===== src/rtl/ds_pkg.sv =====
// Shared sizes, fill FSM encoding and tree pseudo-LRU helpers for the cache data store controller.
package ds_pkg;
  localparam int unsigned LINE_W = 128;
  localparam int unsigned WAYS   = 4;
  localparam int unsigned SETS   = 4;
  localparam int unsigned BEAT_W = 32;
  localparam int unsigned BEATS  = 4;
  localparam int unsigned IDX_W  = 2;

  typedef enum logic [1:0] {
    F_IDLE = 2'd0,
    F_COLL = 2'd1,
    F_PEND = 2'd2
  } fill_st_e;

  // Bits {b2,b1,b0} point at the victim: b0 picks the pair, b1/b2 pick within it.
  function automatic logic [WAYS-1:0] plru_victim(input logic [2:0] bits);
    if (!bits[0]) return bits[1] ? 4'b0010 : 4'b0001;
    else          return bits[2] ? 4'b1000 : 4'b0100;
  endfunction

  function automatic logic [2:0] plru_update(input logic [2:0] bits, input logic [WAYS-1:0] way);
    logic [2:0] nxt;
    nxt = bits;
    case (way)
      4'b0001: begin nxt[0] = 1'b1; nxt[1] = 1'b1; end
      4'b0010: begin nxt[0] = 1'b1; nxt[1] = 1'b0; end
      4'b0100: begin nxt[0] = 1'b0; nxt[2] = 1'b1; end
      4'b1000: begin nxt[0] = 1'b0; nxt[2] = 1'b0; end
      default: ;
    endcase
    return nxt;
  endfunction
endpackage


===== src/rtl/ds_plru.sv =====
// Per-set tree pseudo-LRU state with one update port and one victim lookup port.
module ds_plru
  import ds_pkg::*;
(
  input  logic             clk,
  input  logic             clr,
  input  logic             upd,
  input  logic [IDX_W-1:0] upd_index,
  input  logic [WAYS-1:0]  upd_way,
  input  logic [IDX_W-1:0] vic_index,
  output logic [WAYS-1:0]  vic_way
);
  logic [2:0] r_bits [SETS];

  always_ff @(posedge clk or negedge clr) begin
    if (!clr) begin
      for (int i = 0; i < SETS; i++) r_bits[i] <= 3'b000;
    end else if (upd && |upd_way) begin
      r_bits[upd_index] <= plru_update(r_bits[upd_index], upd_way);
    end
  end

  assign vic_way = plru_victim(r_bits[vic_index]);
endmodule


===== src/rtl/ds_ctrl.sv =====
// Data store sequencer: fill line assembly, fill/store/load arbitration with load anti-starvation,
// and the registered load response.
module ds_ctrl
  import ds_pkg::*;
#(
  parameter int unsigned STARVE_MAX = 3
) (
  input  logic              clk,
  input  logic              clr,
  input  logic              ld_req,
  input  logic [IDX_W-1:0]  ld_index,
  input  logic [WAYS-1:0]   ld_way,
  output logic              ld_gnt,
  output logic              ld_rvalid,
  output logic [LINE_W-1:0] ld_rdata,
  input  logic              st_req,
  input  logic [IDX_W-1:0]  st_index,
  input  logic [WAYS-1:0]   st_way,
  input  logic [LINE_W-1:0] st_data,
  input  logic [LINE_W-1:0] st_mask,
  output logic              st_gnt,
  input  logic              fl_valid,
  input  logic [IDX_W-1:0]  fl_index,
  input  logic [BEAT_W-1:0] fl_data,
  output logic              fl_ready,
  output logic              fl_done,
  output logic [WAYS-1:0]   fl_way,
  output logic              ds_valid,
  output logic [IDX_W-1:0]  ds_index,
  output logic [WAYS-1:0]   ds_way,
  output logic [LINE_W-1:0] ds_data_in,
  output logic [LINE_W-1:0] ds_mask_in,
  output logic              ds_w,
  input  logic [LINE_W-1:0] ds_cache_line
);
  localparam int unsigned SW = $clog2(STARVE_MAX + 2);

  fill_st_e          r_state;
  logic [1:0]        r_beat;
  logic [LINE_W-1:0] r_line;
  logic [IDX_W-1:0]  r_fl_index;
  logic              r_fl_done;
  logic [WAYS-1:0]   r_fl_way;
  logic [SW-1:0]     r_starve;
  logic              r_ld_rvalid;
  logic [LINE_W-1:0] r_ld_rdata;

  logic              w_fill_win;
  logic              w_ld_prio;
  logic [WAYS-1:0]   w_vic;

  assign w_fill_win = (r_state == F_PEND);
  assign w_ld_prio  = (r_starve >= SW'(STARVE_MAX));
  assign ld_gnt     = !w_fill_win && ld_req && (w_ld_prio || !st_req);
  assign st_gnt     = !w_fill_win && st_req && !ld_gnt;
  assign fl_ready   = (r_state != F_PEND);
  assign fl_done    = r_fl_done;
  assign fl_way     = r_fl_way;
  assign ld_rvalid  = r_ld_rvalid;
  assign ld_rdata   = r_ld_rdata;

  always_comb begin
    ds_valid   = 1'b0;
    ds_w       = 1'b0;
    ds_index   = '0;
    ds_way     = '0;
    ds_data_in = '0;
    ds_mask_in = '0;
    if (w_fill_win) begin
      ds_valid   = 1'b1;
      ds_w       = 1'b1;
      ds_index   = r_fl_index;
      ds_way     = w_vic;
      ds_data_in = r_line;
      ds_mask_in = '1;
    end else if (st_gnt) begin
      // A store miss is still granted so the requester retires it, but writes nothing.
      ds_valid   = 1'b1;
      ds_w       = |st_way;
      ds_index   = st_index;
      ds_way     = st_way;
      ds_data_in = st_data;
      ds_mask_in = st_mask;
    end else if (ld_gnt) begin
      ds_valid   = 1'b1;
      ds_index   = ld_index;
      ds_way     = ld_way;
    end
  end

  ds_plru u_plru (
    .clk       (clk),
    .clr       (clr),
    .upd       (ds_valid),
    .upd_index (ds_index),
    .upd_way   (ds_way),
    .vic_index (r_fl_index),
    .vic_way   (w_vic)
  );

  always_ff @(posedge clk or negedge clr) begin
    if (!clr) begin
      r_state    <= F_IDLE;
      r_beat     <= 2'd0;
      r_line     <= '0;
      r_fl_index <= '0;
      r_fl_done  <= 1'b0;
      r_fl_way   <= '0;
    end else begin
      r_fl_done <= 1'b0;
      case (r_state)
        F_IDLE: begin
          if (fl_valid) begin
            r_line[BEAT_W-1:0] <= fl_data;
            r_fl_index         <= fl_index;
            r_beat             <= 2'd1;
            r_state            <= F_COLL;
          end
        end
        F_COLL: begin
          if (fl_valid) begin
            r_line[{r_beat, 5'd0} +: BEAT_W] <= fl_data;
            if (r_beat == 2'd3) begin
              r_beat  <= 2'd0;
              r_state <= F_PEND;
            end else begin
              r_beat <= r_beat + 2'd1;
            end
          end
        end
        F_PEND: begin
          r_fl_done <= 1'b1;
          r_fl_way  <= w_vic;
          r_state   <= F_IDLE;
        end
        default: r_state <= F_IDLE;
      endcase
    end
  end

  always_ff @(posedge clk or negedge clr) begin
    if (!clr) begin
      r_starve <= '0;
    end else if (ld_req && !ld_gnt) begin
      if (r_starve < SW'(STARVE_MAX)) r_starve <= r_starve + SW'(1);
    end else begin
      r_starve <= '0;
    end
  end

  always_ff @(posedge clk or negedge clr) begin
    if (!clr) begin
      r_ld_rvalid <= 1'b0;
      r_ld_rdata  <= '0;
    end else begin
      r_ld_rvalid <= ld_gnt;
      if (ld_gnt) r_ld_rdata <= (|ld_way) ? ds_cache_line : '0;
    end
  end
endmodule


===== config.mk =====
export PLATFORM = sky130hd
export DESIGN_NAME = ds_ctrl
export DESIGN_NICKNAME = d
export VERILOG_FILES = /design/src/rtl/ds_pkg.sv /design/src/rtl/ds_plru.sv /design/src/rtl/ds_ctrl.sv
export SDC_FILE = /design/constraint.sdc
export NUM_CORES = 1
export LEC_CHECK = 0
export ABC_AREA = 1
export BUFFER_PORTS_ARGS = -buffer_cell sky130_fd_sc_hd__buf_2
export CAP_MARGIN = 20
export CORE_AREA = 2 2 327 329
export CTS_CLUSTER_SIZE = 30
export DETAILED_ROUTE_END_ITERATION = 12
export DIE_AREA = 0 0 329 331
export PLACE_DENSITY = 0.39
export REMOVE_ABC_BUFFERS = 1
export SETUP_SLACK_MARGIN = 0.5
export SYNTH_ARGS = -nofsm -noshare
export SYNTH_HDL_FRONTEND = slang
export SYNTH_SLANG_ARGS = --single-unit

===== constraint.sdc =====
create_clock -name clk -period 2.43 [get_ports clk]
set_clock_uncertainty 0.2 [all_clocks]
set_input_delay 0.1215 -clock clk [delete_from_list [all_inputs] [get_ports clk]]
set_output_delay 0.1215 -clock clk [all_outputs]
set_load 0.03 [all_outputs]

==> results of run 1 <==
-- state kept, by name, summed over array words and instances, names as in the netlist --
| signal | flops |
|---|---|
| u_plru.r_bits | 12 |
| ld_rvalid | 1 |
| r_beat | 2 |
| r_state | 2 |
| fl_way | 4 |
| r_line | 128 |
| r_fl_index | 2 |
| fl_done | 1 |
| ld_rdata | 128 |
| r_starve | 3 |
-- cells by family after synthesis --
| logic type | Yosys count |
|---|---|
| DFF | 283 |
| adders and majority gates | 7 |
| and+or+nand+nor | 1078 |
| buffers and inverters | 296 |
| AOI/OAI and AO/OA | 268 |
-- cell type report --
type	count	area [um^2]	share of cell area
flip-flops and latches	283	7080	0.270
clock buffers	57	1110	0.0425
repair buffers	1120	8590	0.328
clock inverters	10	116	0.00444
diodes	4	10.0	0.000382
multi-input cells	1353	6940	0.265
inverters	154	603	0.0230
well taps	1391	1740	0.0664
-- power groups by stage --
stage | combinational (W) | sequential, W | clock (W)
after detailed placement | 0.0109 | 0.00705 | 0
after floorplan | 0.00467 | 0.00827 | 0
final | 0.0122 | 0.00699 | 0.00563
after CTS | 0.0120 | 0.00698 | 0.00589
after global routing | 0.0133 | 0.00718 | 0.00605
after global placement | 0.0109 | 0.00704 | 0
-- synth_stat cells (4+ instances only) --
| library cell | count | share of area |
|---|---|---|
| ha_1 | 7 | 0.0061 |
| nor2_2 | 5 | 0.0022 |
| a21oi_1 | 6 | 0.0021 |
| nand3_1 | 211 | 0.073 |
| clkbuf_1 | 88 | 0.023 |
| inv_1 | 142 | 0.037 |
| nor2_1 | 15 | 0.0039 |
| inv_2 | 9 | 0.0023 |
| nand2_1 | 744 | 0.19 |
| nand4_1 | 71 | 0.031 |
| dfrtp_1 | 283 | 0.49 |
| nand3_2 | 9 | 0.0062 |
| nand2_2 | 8 | 0.0035 |
| o21ai_0 | 259 | 0.090 |
| nor3_2 | 4 | 0.0028 |
| buf_2 | 47 | 0.016 |
-- layer usage --
| metal | wire (um) | track usage | share of wire |
|---|---|---|---|
| met1 | 32100 | 0.161 | 0.41 |
| met2 | 39300 | 0.234 | 0.51 |
| met5 | 49 | 0 | 0.00063 |
| met3 | 4330 | 0.0230 | 0.056 |
| met4 | 1860 | 0.0383 | 0.024 |
-- repair_timing --
action | 4_1_cts | 5_1_grt
buffers inserted | 9 | 2
gates resized for setup | 381 | 327
hold buffers | 170 | 0
setup endpoints to repair | 517 | 542
hold endpoints to repair | 553 | 0
gates cloned | 9 | 8
pin swaps | 3 | 3
-- worst max-delay path: cells and delay by family (launching register included) --
kind | cells | cell delay (ns)
adder cells (fa/ha/maj) | 2 | 0.36
buffers and inverters | 5 | 0.69
flip-flops | 1 | 0.38
AND/OR/NAND/NOR | 6 | 0.45
-- per-stage QoR --
stage | setup TNS [ns] | hold slack, ns | setup WS [ns] | util | area (um^2)
3_5_place_dp | -9.55 | -0.0803 | -0.112 | 0.198 | 20800
5_1_grt | -112.66 | 0.0555 | -0.477 | 0.250 | 26200
3_3_place_gp | -5.43 | -0.0731 | -0.0890 | 0.198 | 20800
6_report | -68.21 | 0.0208 | -0.327 | 0.250 | 26200
4_1_cts | -106.53 | 0.00313 | -0.465 | 0.239 | 25100
2_1_floorplan | -909.25 | -0.374 | -2.66 | - | 13800
-- final timing paths --
check	start	endpoint	slack, ns	cells after the start
max in group asynchronous	clr	ld_rdata[111]	0.66	4
worst min register to register	ld_rdata[109]	ld_rdata[109]	0.27	2
worst max register to register	r_starve[0]	u_plru.r_bits[8]	-0.04	16
min in group asynchronous	clr	ld_rdata[108]	0.48	3
worst max-delay path	r_starve[0]	ds_mask_in[3]	-0.33	13
worst min-delay path	ld_index[0]	u_plru.r_bits[2]	0.02	7
==> metrics.md, run 1 <==
| Metric | Value |
|---|---|
| XOR/XNOR Fraction of Synth Area | `0` |
| Comb power frac | `0.492` |
| Routed Antenna Nets | `0` |
| CP peak stage delay | `0.38 ns` |
| Mean Syn Cell Area | `7.47 um^2` |
| Synth async-reset ratio | `1.00` |
| Chip height | `331 um` |
| Clock latency on the worst-skew pair | `0.55 ns` |
| Area delta synth->final | `81.6%` |
| Hpwl dp | `56700 um` |
| Clock slew at reported path FFs | `0.06 ns` |
| Data arrival time of the worst path | `2.44 ns` |
| Setup ws final | `-0.327 ns` |
| Grt total ovfl | `0` |
| Post-synth EDFFs | `0` |
| Req. time, crit path | `2.11 ns` |
| Compound-Gate Fraction of Synth Area | `0.0940` |
| Core Box Area | `105000 um^2` |
| Clock power share | `0.227` |
| Max_cap viols | `0` |
| RSZ-0062 raised after global routing | `true` |
| Worst slew pin tran | `0.629 ns` |
| Critical Path End Type | `output pin` |
| TritonRoute pass-1 iters | `5` |
| Initial Util | `0.137` |
| Final hold viol count | `0` |
| Fmax achieved | `363 MHz` |
| Seq cells post-synth | `283` |
| Mapped cell area | `14400 um^2` |
| IO Port Bufs | `835` |
| Max Slew Vio Count | `0` |
| Crit share post-route | `1.13` |
| Die area | `109000 um^2` |
| GRT Resource Usage Total | `0.131` |
| CTS Sinks | `283` |
| Sw Ratio | `0.447` |
| Finish-stage setup viols | `274` |
| Gpl congestion | `0.815` |
| CTS Buf Count | `38` |
| Htree depth | `2` |
| Vias in the first global route | `16600` |
| Unique masters post-synth | `32` |
| Critical path class | `flop to output pin` |
| Critical-path cell list | `ha_2 -> ha_4 -> nor2_4 -> nand3_4 -> nand2_4 -> nand2_4 -> clkinv_8 -> buf_12 -> clkbuf_16 -> clkbuf_16 -> nand2_2 -> nand2_1 -> buf_6` |
| Post-route DRC violation count | `0` |
| First-pass GRT wire length | `108000 um` |
| Post-synthesis mux area share | `0` |
| Post-Synth Adder-Cell Area | `0.00607` |
| Vias per inst | `3.87` |
| Final cell count without fillers | `4372` |
| Cells after Synth | `1932` |
| Antenna violations before repair | `15` |
| Routed wire length | `77700 um` |
| Reg power frac | `0.281` |
| Nets | `3392` |
| Warnings, synthesis | `0` |
| NetSw | `0.0111 W` |
| Pwr dens | `948 nW/um^2` |
| HP Class | `primary input to flop` |
| CTS root buffer | `clkbuf_16` |
| Placed insts | `4103` |
| Failing checks | `negative setup slack` |
| Routed WL per cell | `17.8 um` |
| Internal power | `0.0137 W` |
| DR iter-0 viols | `924` |
| Worst slew margin | `0.581` |
| CTS tree | `built` |
| VDD IR max | `0.459 mV` |
| Most frequent cells in the layout | `nand2_1 (620), buf_2 (583), dfrtp_1 (282)` |
| Main synth FF type | `dfrtp_1` |
| Status | `finished, violations left` |
| Post-synthesis sequential area ratio | `0.491` |
| Crit path launch type | `flop` |
| Worst-path fanout max | `6` |
| Clock Tree Buf Depth | `3` |
| Leak | `13.7 nW` |
| Row Count | `119` |
| Largest net degree at the start of global routing | `129` |
| Share of post-route cells with drive strength above 1 | `0.408` |
| Commonest non-fill, non-tap cell in the layout | `nand2_1` |
| Slowest-stage cell, CP | `dfrtp_1` |
| Post-Synth Simple-Gate Area | `0.326` |
| Largest family of logic cells by synthesized area | `simple AND/OR/NAND/NOR gates` |
| Min Tclk post-route | `2.76 ns` |
| Vias | `16900` |
| Tot Pwr | `0.0248 W` |
| Die Wd | `329 um` |
| IO Count | `836` |
| Filler instances | `11600` |
Power figures use the tool's default switching activity.
==> run 2: changes to the inputs <==
CORE_AREA = 2 2 326 328   (was 2 2 327 329)
DIE_AREA = 0 0 328 330   (was 0 0 329 331)
PLACE_DENSITY = 0.38   (was 0.39)
clock period = 3.48 ns   (was 2.43 ns; I/O delays follow)
==> run 2 against run 1 <==
  * The flow now finishes without violations
  * Clock power down 29%
  * Sequential share of layout area up 1.5 points
  * Via count down 0.54%
  * Routed wire length about the same
  * First-iteration DRC count up 9.5%
  * Critical path depth unchanged
  * Total power down 32%
  * Utilization down 1.2 points
  * Sequential power down 29%
  * Final area down 5.1%
  * Final cell count down 0.78%
  * Hold slack better by 0.024 ns
  * Largest power group unchanged
==> metrics.md, run 2 (synthesis results as in run 1) <==
| Metric | Value |
|---|---|
| Post-Layout Inst Area | `24900 um^2 (was 26200 um^2)` |
| CTS root buffer | `clkbuf_16 (unchanged)` |
| Die area | `108000 um^2 (was 109000 um^2)` |
| Worst-case hold slack | `0.0447 ns (was 0.0208 ns)` |
| Leak | `13.1 nW (was 13.7 nW)` |
| Antenna violations before repair | `15 (unchanged)` |
| Worst-path fanout max | `6 (unchanged)` |
| DR top layer | `met5 (unchanged)` |
| Row Count | `119 (unchanged)` |
| Worst slew margin | `0.576 (was 0.581)` |
| Routed WL per cell | `17.9 um (was 17.8 um)` |
| Max_cap viols | `0 (unchanged)` |
| Area delta synth->final | `72.3% (was 81.6%)` |
| Chip height | `330 um (was 331 um)` |
| Fmax achieved | `341 MHz` |
| Routed Antenna Nets | `0 (unchanged)` |
| Nets | `3357 (was 3392)` |
| IO Count | `836 (unchanged)` |
| Data arrival time of the worst path | `2.56 ns (was 2.44 ns)` |
| Vias per inst | `3.88 (was 3.87)` |
| Crit share post-route | `0.842` |
| Min Tclk post-route | `2.93 ns` |
| Worst slew pin tran | `0.635 ns (was 0.629 ns)` |
| Critical Path End Type | `output pin (unchanged)` |
| CTS tree | `built (unchanged)` |
| Vias | `16800 (was 16900)` |
| Most frequent cells in the layout | `nand2_1 (718), buf_2 (659), dfrtp_1 (281) (was nand2_1 (620), buf_2 (583), dfrtp_1 (282))` |
| Crit path launch type | `flop (unchanged)` |
| GRT Resource Usage Total | `0.134 (was 0.131)` |
| Commonest non-fill, non-tap cell in the layout | `nand2_1 (unchanged)` |
| Htree depth | `2 (unchanged)` |
| RSZ-0062 raised after global routing | `true (unchanged)` |
| Max Slew Vio Count | `0 (unchanged)` |
| Largest net degree at the start of global routing | `116 (was 129)` |
| Die Wd | `328 um (was 329 um)` |
| Tot Pwr | `0.0168 W (was 0.0248 W)` |
| Post-route DRC violation count | `0 (unchanged)` |
| Status | `completed (was finished, violations left)` |
| IO Port Bufs | `835 (unchanged)` |
| Finish-stage setup viols | `0 (was 274)` |
| Core Box Area | `105000 um^2 (about the same)` |
| CTS Sinks | `283 (unchanged)` |
| DP Area | `20300 um^2 (was 20800 um^2)` |
| Initial Util | `0.138 (was 0.137)` |
| DR iter-0 viols | `1012 (was 924)` |
| Met3 Routed Length | `4510 um (was 4330 um)` |
| Util after Layout | `0.237 (was 0.250)` |
| First-pass GRT wire length | `110000 um (was 108000 um)` |
| Req. time, crit path | `3.11 ns (was 2.11 ns)` |
| Routed wire length | `77600 um (was 77700 um)` |
| Clock latency on the worst-skew pair | `0.55 ns (about the same)` |
| Gpl congestion | `0.810 (was 0.815)` |
| VDD IR max | `0.291 mV (was 0.459 mV)` |
| Grt total ovfl | `0 (unchanged)` |
| Met2 WL post-DR | `39000 um (was 39300 um)` |
| FF-to-FF setup slack | `0.83 ns (was -0.04 ns)` |
| Clock Tree Buf Depth | `3 (unchanged)` |
| Vias in the first global route | `16700 (was 16600)` |
| Clock slew at reported path FFs | `0.06 ns (about the same)` |
| Final hold viol count | `0 (unchanged)` |
| TritonRoute pass-1 iters | `5 (unchanged)` |
| CTS Buf Count | `37 (was 38)` |
| Critical path class | `flop to output pin (unchanged)` |
| Hpwl dp | `55400 um (was 56700 um)` |
| Share of post-route cells with drive strength above 1 | `0.361 (was 0.408)` |
| Pwr dens | `676 nW/um^2 (was 948 nW/um^2)` |
| HP Class | `primary input to flop (unchanged)` |
| Met1 WL | `32400 um (was 32100 um)` |
[run 2: cell count changes in the layout (fill, tap and decap cells not counted), sizes merged]
cell	previous run	this run
clkinvlp	2	3
inv	154	155
clkbuf	75	61
clkinv	6	4
dlymetal6s4s	0	1
buf	932	905
bufbuf	0	1
bufinv	2	4
diode	4	7
[run 2: area by class of cell]
class	instances	area (um^2)
Clock buffer	53	1080
Clock inverter	11	170
Inverter	154	618
Antenna cell	7	17.5
Fill cell	11800	79800
Sequential cell	283	7080
Timing Repair inverter	1	8.76
Multi-Input combinational cell	1353	6380
Tap cell	1391	1740
Timing Repair Buffer	1085	7760
[run 2: what timing repair did]
item,4_1_cts,5_1_grt
setup buffers,19,2
gates resized for setup,213,138
cloned,11,6
setup endpoints to repair,245,235
hold buffers,172,0
pin swaps,3,2
endpoints found under the hold margin,555,0
[run 2: through the flow]
stage / setup TNS, ns / instances / setup slack, ns
after floorplan: -430.52 / 1790 / -1.61
after global placement: 0 / 4057 / 0.779
after detailed placement: 0 / 4057 / 0.748
after CTS: 0 / 4323 / 0.449
after global routing: 0 / 4336 / 0.391
final: 0 / 4338 / 0.549
[run 2: path summary, 6_finish.rpt]
kind	from	end	depth (start not counted)
hold reg to reg	ld_rdata[46]	ld_rdata[46]	2
max in group asynchronous	clr	r_line[115]	4
hold / removal	st_index[0]	u_plru.r_bits[4]	6
setup reg to reg	r_beat[0]	r_line[36]	7
setup / recovery	r_starve[1]	ds_data_in[89]	13
min in group asynchronous	clr	r_starve[0]	3
[run 2: power by group]
group          internal, W  switching (W)
clock network      0.00245        0.00157
logic              0.00240        0.00547
registers          0.00442       0.000514
[run 2: critical path, cell delays in order (launching register included)]
cell       delay [ns]
dfrtp_1          0.38
ha_2             0.20
ha_4             0.16
nor2_4           0.07
nand3_2          0.10
nand2_4          0.12
nand2_8          0.11
inv_16           0.11
buf_16           0.14
buf_12           0.14
clkbuf_16        0.15
nand2_1          0.04
o21ai_0          0.07
buf_4            0.19
[run 2: routing by layer]
metal  GRT usage  vias to the layer above
li1            -                     8209
met1       0.170                     7983
met2       0.234                      555
met3      0.0228                       89
met4      0.0374                        4
met5           0                        -
